--- src/rtl/xif_result_buffer.sv ---
// xif_result_buffer: in-order result FIFO between the FPU pipeline and the CORE-V-XIF result channel
//
// Holds finished results in issue order. The head result goes to the core only once its
// offloaded id is committed. A head whose id was killed is popped without producing a result.
//
// Ports:
//   clk, rst_n          clock, synchronous active-low reset
//   in_valid/in_ready   result from the execute pipeline (in_ready = !full)
//   in_id, in_data, in_rd, in_we, in_exc, in_exccode   result fields
//   commit_valid/commit XIF commit handshake {id, commit_kill}
//   result_valid/result_ready/result   XIF result channel (ecswe, ecsdata, dbg, err are always 0)
//
// Optional: define XIF_RESULT_BYPASS_EN so that an already-committed result arriving at an
// idle, empty buffer is loaded straight into the output register (latency 1 instead of 2).

`ifndef QUEUE_DEPTH
`define QUEUE_DEPTH 4
`endif

package in_xif;
    localparam int X_ID_WIDTH = 4;
    localparam int XLEN = 32;
    typedef struct packed {
        logic [X_ID_WIDTH-1:0] id;
        logic                  commit_kill;
    } x_commit_t;
    typedef struct packed {
        logic [X_ID_WIDTH-1:0] id;
        logic [XLEN-1:0]       data;
        logic [4:0]            rd;
        logic                  we;
        logic [2:0]            ecswe;
        logic [5:0]            ecsdata;
        logic                  exc;
        logic [5:0]            exccode;
        logic                  dbg;
        logic                  err;
    } x_result_t;
endpackage

module xif_result_buffer #(
    parameter int DEPTH      = `QUEUE_DEPTH,
    parameter int X_ID_WIDTH = in_xif::X_ID_WIDTH,
    parameter int XLEN       = in_xif::XLEN
) (
    input  logic                  clk,
    input  logic                  rst_n,
    input  logic                  in_valid,
    output logic                  in_ready,
    input  logic [X_ID_WIDTH-1:0] in_id,
    input  logic [XLEN-1:0]       in_data,
    input  logic [4:0]            in_rd,
    input  logic                  in_we,
    input  logic                  in_exc,
    input  logic [5:0]            in_exccode,
    input  logic                  commit_valid,
    input  in_xif::x_commit_t     commit,
    output logic                  result_valid,
    input  logic                  result_ready,
    output in_xif::x_result_t     result
);
    localparam int AW = $clog2(DEPTH);
    localparam int PW = AW + 1;

    typedef struct packed {
        logic [X_ID_WIDTH-1:0] id;
        logic [XLEN-1:0]       data;
        logic [4:0]            rd;
        logic                  we;
        logic                  exc;
        logic [5:0]            exccode;
    } entry_t;

    typedef enum logic [1:0] {EMPTY, WAIT, PRESENT} state_t;

    state_t                    state, state_next;
    entry_t                    mem [DEPTH];
    entry_t                    head;
    logic [AW:0]               rd_ptr, wr_ptr, count, count_next;
    logic [2**X_ID_WIDTH-1:0]  done, kill;
    logic                      empty, full, push, pop, load, drop, send, byp, byp_q, clr;
    logic [X_ID_WIDTH-1:0]     clr_id;

    assign head         = mem[rd_ptr[AW-1:0]];
    assign count        = wr_ptr - rd_ptr;
    assign empty        = wr_ptr == rd_ptr;
    assign full         = (wr_ptr[AW] != rd_ptr[AW]) && (wr_ptr[AW-1:0] == rd_ptr[AW-1:0]);
    assign in_ready     = !full;
    assign result_valid = state == PRESENT;

`ifdef XIF_RESULT_BYPASS_EN
    assign byp = (state == EMPTY) && empty && in_valid && done[in_id] && !kill[in_id];
`else
    assign byp = 1'b0;
`endif

    assign push       = in_valid && in_ready && !byp;
    assign drop       = (state == WAIT) && done[head.id] && kill[head.id];
    assign load       = (state == WAIT) && done[head.id] && !kill[head.id];
    assign send       = result_valid && result_ready;
    // A bypassed result never occupied a FIFO slot, so sending it must not advance rd_ptr.
    assign pop        = drop || (send && !byp_q);
    assign clr        = drop || send;
    assign clr_id     = drop ? head.id : result.id;
    assign count_next = count + PW'(push) - PW'(pop);

    always_comb begin
        state_next = state;
        case (state)
            EMPTY:   state_next = byp ? PRESENT : ((push || !empty) ? WAIT : EMPTY);
            WAIT:    state_next = load ? PRESENT : ((drop && count_next == '0) ? EMPTY : WAIT);
            PRESENT: state_next = !send ? PRESENT : ((count_next == '0) ? EMPTY : WAIT);
            default: state_next = EMPTY;
        endcase
    end

    always_ff @(posedge clk) begin
        if (push) mem[wr_ptr[AW-1:0]] <= '{in_id, in_data, in_rd, in_we, in_exc, in_exccode};
    end

    always_ff @(posedge clk) begin
        if (!rst_n) begin
            state  <= EMPTY;
            rd_ptr <= '0;
            wr_ptr <= '0;
            done   <= '0;
            kill   <= '0;
            byp_q  <= 1'b0;
            result <= '0;
        end else begin
            state <= state_next;
            if (push) wr_ptr <= wr_ptr + PW'(1);
            if (pop) rd_ptr <= rd_ptr + PW'(1);
            // The set below is issued after the clear, so a commit reusing the popped id wins.
            if (clr) begin
                done[clr_id] <= 1'b0;
                kill[clr_id] <= 1'b0;
            end
            if (commit_valid) begin
                done[commit.id] <= 1'b1;
                if (commit.commit_kill) kill[commit.id] <= 1'b1;
            end
            if (load) begin
                result <= '{id: head.id, data: head.data, rd: head.rd, we: head.we, ecswe: 3'd0,
                            ecsdata: 6'd0, exc: head.exc, exccode: head.exccode, dbg: 1'b0, err: 1'b0};
                byp_q  <= 1'b0;
            end else if (byp) begin
                result <= '{id: in_id, data: in_data, rd: in_rd, we: in_we, ecswe: 3'd0,
                            ecsdata: 6'd0, exc: in_exc, exccode: in_exccode, dbg: 1'b0, err: 1'b0};
                byp_q  <= 1'b1;
            end
        end
    end
endmodule

--- config.mk ---
export PLATFORM = sky130hd
export DESIGN_NAME = xif_result_buffer
export DESIGN_NICKNAME = d
export VERILOG_FILES = /design/src/rtl/xif_result_buffer.sv
export SDC_FILE = /design/constraint.sdc
export NUM_CORES = 1
export LEC_CHECK = 0
export ABC_AREA = 1
export BUFFER_PORTS_ARGS = -buffer_cell sky130_fd_sc_hd__buf_4
export CAP_MARGIN = 20
export CORE_ASPECT_RATIO = 1.25
export CORE_MARGIN = 5
export CORE_UTILIZATION = 63
export DETAILED_ROUTE_END_ITERATION = 8
export MAX_ROUTING_LAYER = met4
export PLACE_DENSITY = 0.85
export SKIP_LAST_GASP = 1
export SYNTH_ARGS = -nofsm -noshare
export SYNTH_HDL_FRONTEND = slang
export SYNTH_SLANG_ARGS = --single-unit
--- constraint.sdc ---
create_clock -name clk -period 5.9 [get_ports clk]
set_clock_uncertainty 0.15 [all_clocks]
set_input_delay 1.18 -clock clk [delete_from_list [all_inputs] [get_ports clk]]
set_output_delay 1.18 -clock clk [all_outputs]
set_load 0.02 [all_outputs]
==> impl_metrics.toml <==
[die]
initial_utilization = 0.634
rows = 55
die_w_um = 130
dieArea_mm2 = 0.0209
io_pins = 121
core_mm2 = 0.0180
die_height_um = 160

[clocking]
htree_num_levels = 1
cts_resized = 0
cts-hold-fix-buffers = 0
cts_setup_buffers = 0
cts.path.max_buffers = 3
ctsRootBufferMaster = "clkbuf_16"
path_clk_slew_ns = 0.07
clock_latency_ns = 0.53
cts_buffers = 27
cts_tree = "built"
cts_sinks = 287

[yosys]
ys_ff_latch = 287
yosysTopAreaCell = "edfxtp_1"
synth_simple_gate_area_share = 0.152
yosysSeqAreaShare = 0.677
synth_area_per_cell_um2 = 10.7
ys_types = 33
synth_compound_area_frac = 0.116
yosysTopAreaCellShare = 0.517
synth.most_common_cell = "nor2_1"
synth_xor_area_frac = 0.00308
synth_edf_count = 196
synthTopCellsByArea = "edfxtp_1 (52%), dfxtp_1 (16%), nor2_1 (6.7%)"
synth_area_mm2 = 0.0114
synth_commonest_cells = "nor2_1 (202), edfxtp_1 (196), o21ai_0 (145), nand2_1 (125), dfxtp_1 (91)"
synthFlopType = "edfxtp_1"
async_flop_share = 0
synthMuxAreaShare = 0
yosysWarnings = 0
synthAdderAreaFrac = 0.0106
synthCells = 1061
synth_top_family_by_area = "simple AND/OR/NAND/NOR gates"

[place]
dpl-instance-area_mm2 = 0.0123
dpl.hpwl_um = 16300
placed_cells = 1349
globalplace.congestion = 0.908
pre_cts_slack_ns = 0.715
portBuffers = 109

[global_route]
grt_pass1_vias = 7989
grt_pass1_wl_um = 41700
grt_antenna_before_repair = 0
track_usage = 0.260
grt-ovfl-total = 0
grt_max_degree = 67

[setup_path]
start_kind = "register"
cp_max_fo = 28
ff2ff_setup_slack_ns = 0.63
reg2reg_depth = 26
criticalPathCategory = "reg -> reg"
arrival_ns = 5.54
r2r-end = "state[0]"
cp-end-kind = "register"
worst-endpoint-required_ns = 6.17

[pwr]
intPower_mw = 3.49
clkPwrFrac = 0.351
pwr-share-comb = 0.155
power_density_mw_per_mm2 = 362
swShare = 0.266
switchingPower_mw = 1.27
seqPwrFrac = 0.494
irDropWorstVdd_mv = 0.285
p_leak_nw = 4.81

[finish]
seq_area_mm2 = 0.00771
fin_nets = 1218
stdcell_count = 1398
fillers = 1160
antenna_cells = 0
design_area_mm2 = 0.0131
drive_gt1_frac = 0.167
multi_input_area_mm2 = 0.00327
syn2layout_area_growth_pct = 15.4

[sta]
maxSlewHeadroom = 0.302
rsz0062_at_grt = "false"
worst_slack_ns = 0.633
timing.hold.ws_ns = 0.322
report.final.setup_viol = 0
tns_ns = 0
max_slew.worst_pin.slew_ns = 1.05
fin_crit_sh = 0.893
slew_viol_final = 0
hold_viol = 0
fmax_ghz = 0.190
period_needed_ns = 5.27

[routing]
dr.pass1.iters = 5
wl_per_cell_um = 19.1
viasPerCell = 5.83
drc = 0
finalWirelength_um = 26600
drtAntennaViolNets = 0
num_vias = 8156
drt_iter0_markers = 710

[hold_path]
hold_path.class = "reg -> reg"
min_delay_worst_endpoint = "done[3]"
min_path_cells = 2
hp-start = "done[3]"

[outcome]
outcome = "completed"

[flow_run]
maxCapViolations = 0
routing by layer:
| metal | global-route usage | wire, um | vias to the layer above |
|---|---|---|---|
| met5 | - | 0 | - |
| met4 | 0.0756 | 737 | 0 |
| met3 | 0.0369 | 1900 | 54 |
| met2 | 0.444 | 14000 | 357 |
| met1 | 0.323 | 10000 | 3894 |
| li1 | - | - | 3851 |
logic make-up (layout without fill, tap and decap cells):
family                     after synthesis  after routing
adders and majority gates                9              9
AOI/OAI and AO/OA                      243            243
other                                    1             11
buffers and inverters                  102            201
xor gates and xnor gates                 4              4
and+or+nand+nor                        415            415
DFF                                    287            287
power by group through the flow:
stage	registers (mW)	clock network (mW)	logic [mW]
3_3_place_gp	2.38	0	0.712
2_1_floorplan	2.43	0	0.436
5_1_grt	2.36	1.78	0.815
3_5_place_dp	2.39	0	0.732
4_1_cts	2.35	1.69	0.738
6_report	2.35	1.67	0.739
flip-flops by register name (all words and copies together), names as in the netlist, named ones only:
register,cells
kill,16
result,49
done,16
mem,196
wr_ptr,3
rd_ptr,3
state,2
worst max-delay path by stage:
| stage | start | end | slack, ns | cells past startpoint |
|---|---|---|---|---|
| floorplan | in_valid | wr_ptr[2] | 1.82 | 4 |
| CTS | register | state[0] | 0.68 | 26 |
| finish | register | state[0] | 0.63 | 26 |
| global placement | register | state[0] | 0.81 | 26 |
| global route | register | state[0] | 0.27 | 26 |
| detailed placement | register | state[0] | 0.72 | 26 |
per-stage QoR:
step / power (mW) / util
2_1_floorplan: 2.87 / -
3_3_place_gp: 3.10 / 0.684
3_5_place_dp: 3.12 / 0.684
4_1_cts: 4.77 / 0.731
5_1_grt: 4.95 / 0.731
6_report: 4.76 / 0.731
cell type report:
| class | instances | area share |
|---|---|---|
| inverter | 34 | 0.00971 |
| clock buffer | 36 | 0.0563 |
| clock inverter | 13 | 0.00867 |
| multi-input combinational | 682 | 0.249 |
| timing repair buffer | 118 | 0.0674 |
| tap | 228 | 0.0217 |
| sequential | 287 | 0.587 |
critical path, cell delays in order (launching register included):
cell and delay (ns):
dfxtp_2 0.63, buf_4 0.40, nand3_2 0.36, nand2_4 0.32, nand2_1 0.08, nand3_1 0.07
nand3_1 0.08, nand3_1 0.12, nand2_1 0.09, nor2_4 0.16, nand2_4 0.15, nand2_2 0.18
xor2_1 0.23, ha_1 0.17, o21bai_1 0.10, inv_1 0.07, fa_1 0.48, inv_1 0.04
ha_1 0.19, xor2_1 0.15, or2_2 0.27, a211oi_1 0.25, o21ai_0 0.12, nand2_1 0.07
o211ai_1 0.07, nand2_1 0.06, inv_1 0.05
cell usage in the layout (no fill, tap or decap), types with 2 or more instances in the layout:
cell / count
nand2_1: 124
clkinv_1: 5
bufinv_16: 2
nor2_4: 5
clkbuf_16: 27
o21ai_0: 145
nand2_2: 2
nand3_1: 62
edfxtp_1: 196
buf_4: 118
nor2_2: 9
conb_1: 11
ha_1: 8
inv_1: 26
or2_1: 2
nand3_2: 4
o21ai_1: 2
or2_2: 2
dfxtp_1: 89
inv_2: 8
nor3_1: 4
o21ai_2: 4
clkinv_2: 4
a21oi_1: 43
clkbuf_8: 3
nand2_4: 2
xor2_1: 4
nor2_1: 198
clkinvlp_4: 2
o22ai_1: 45
clkbuf_1: 6
No activity file was read; power rests on OpenSTA's default activity.
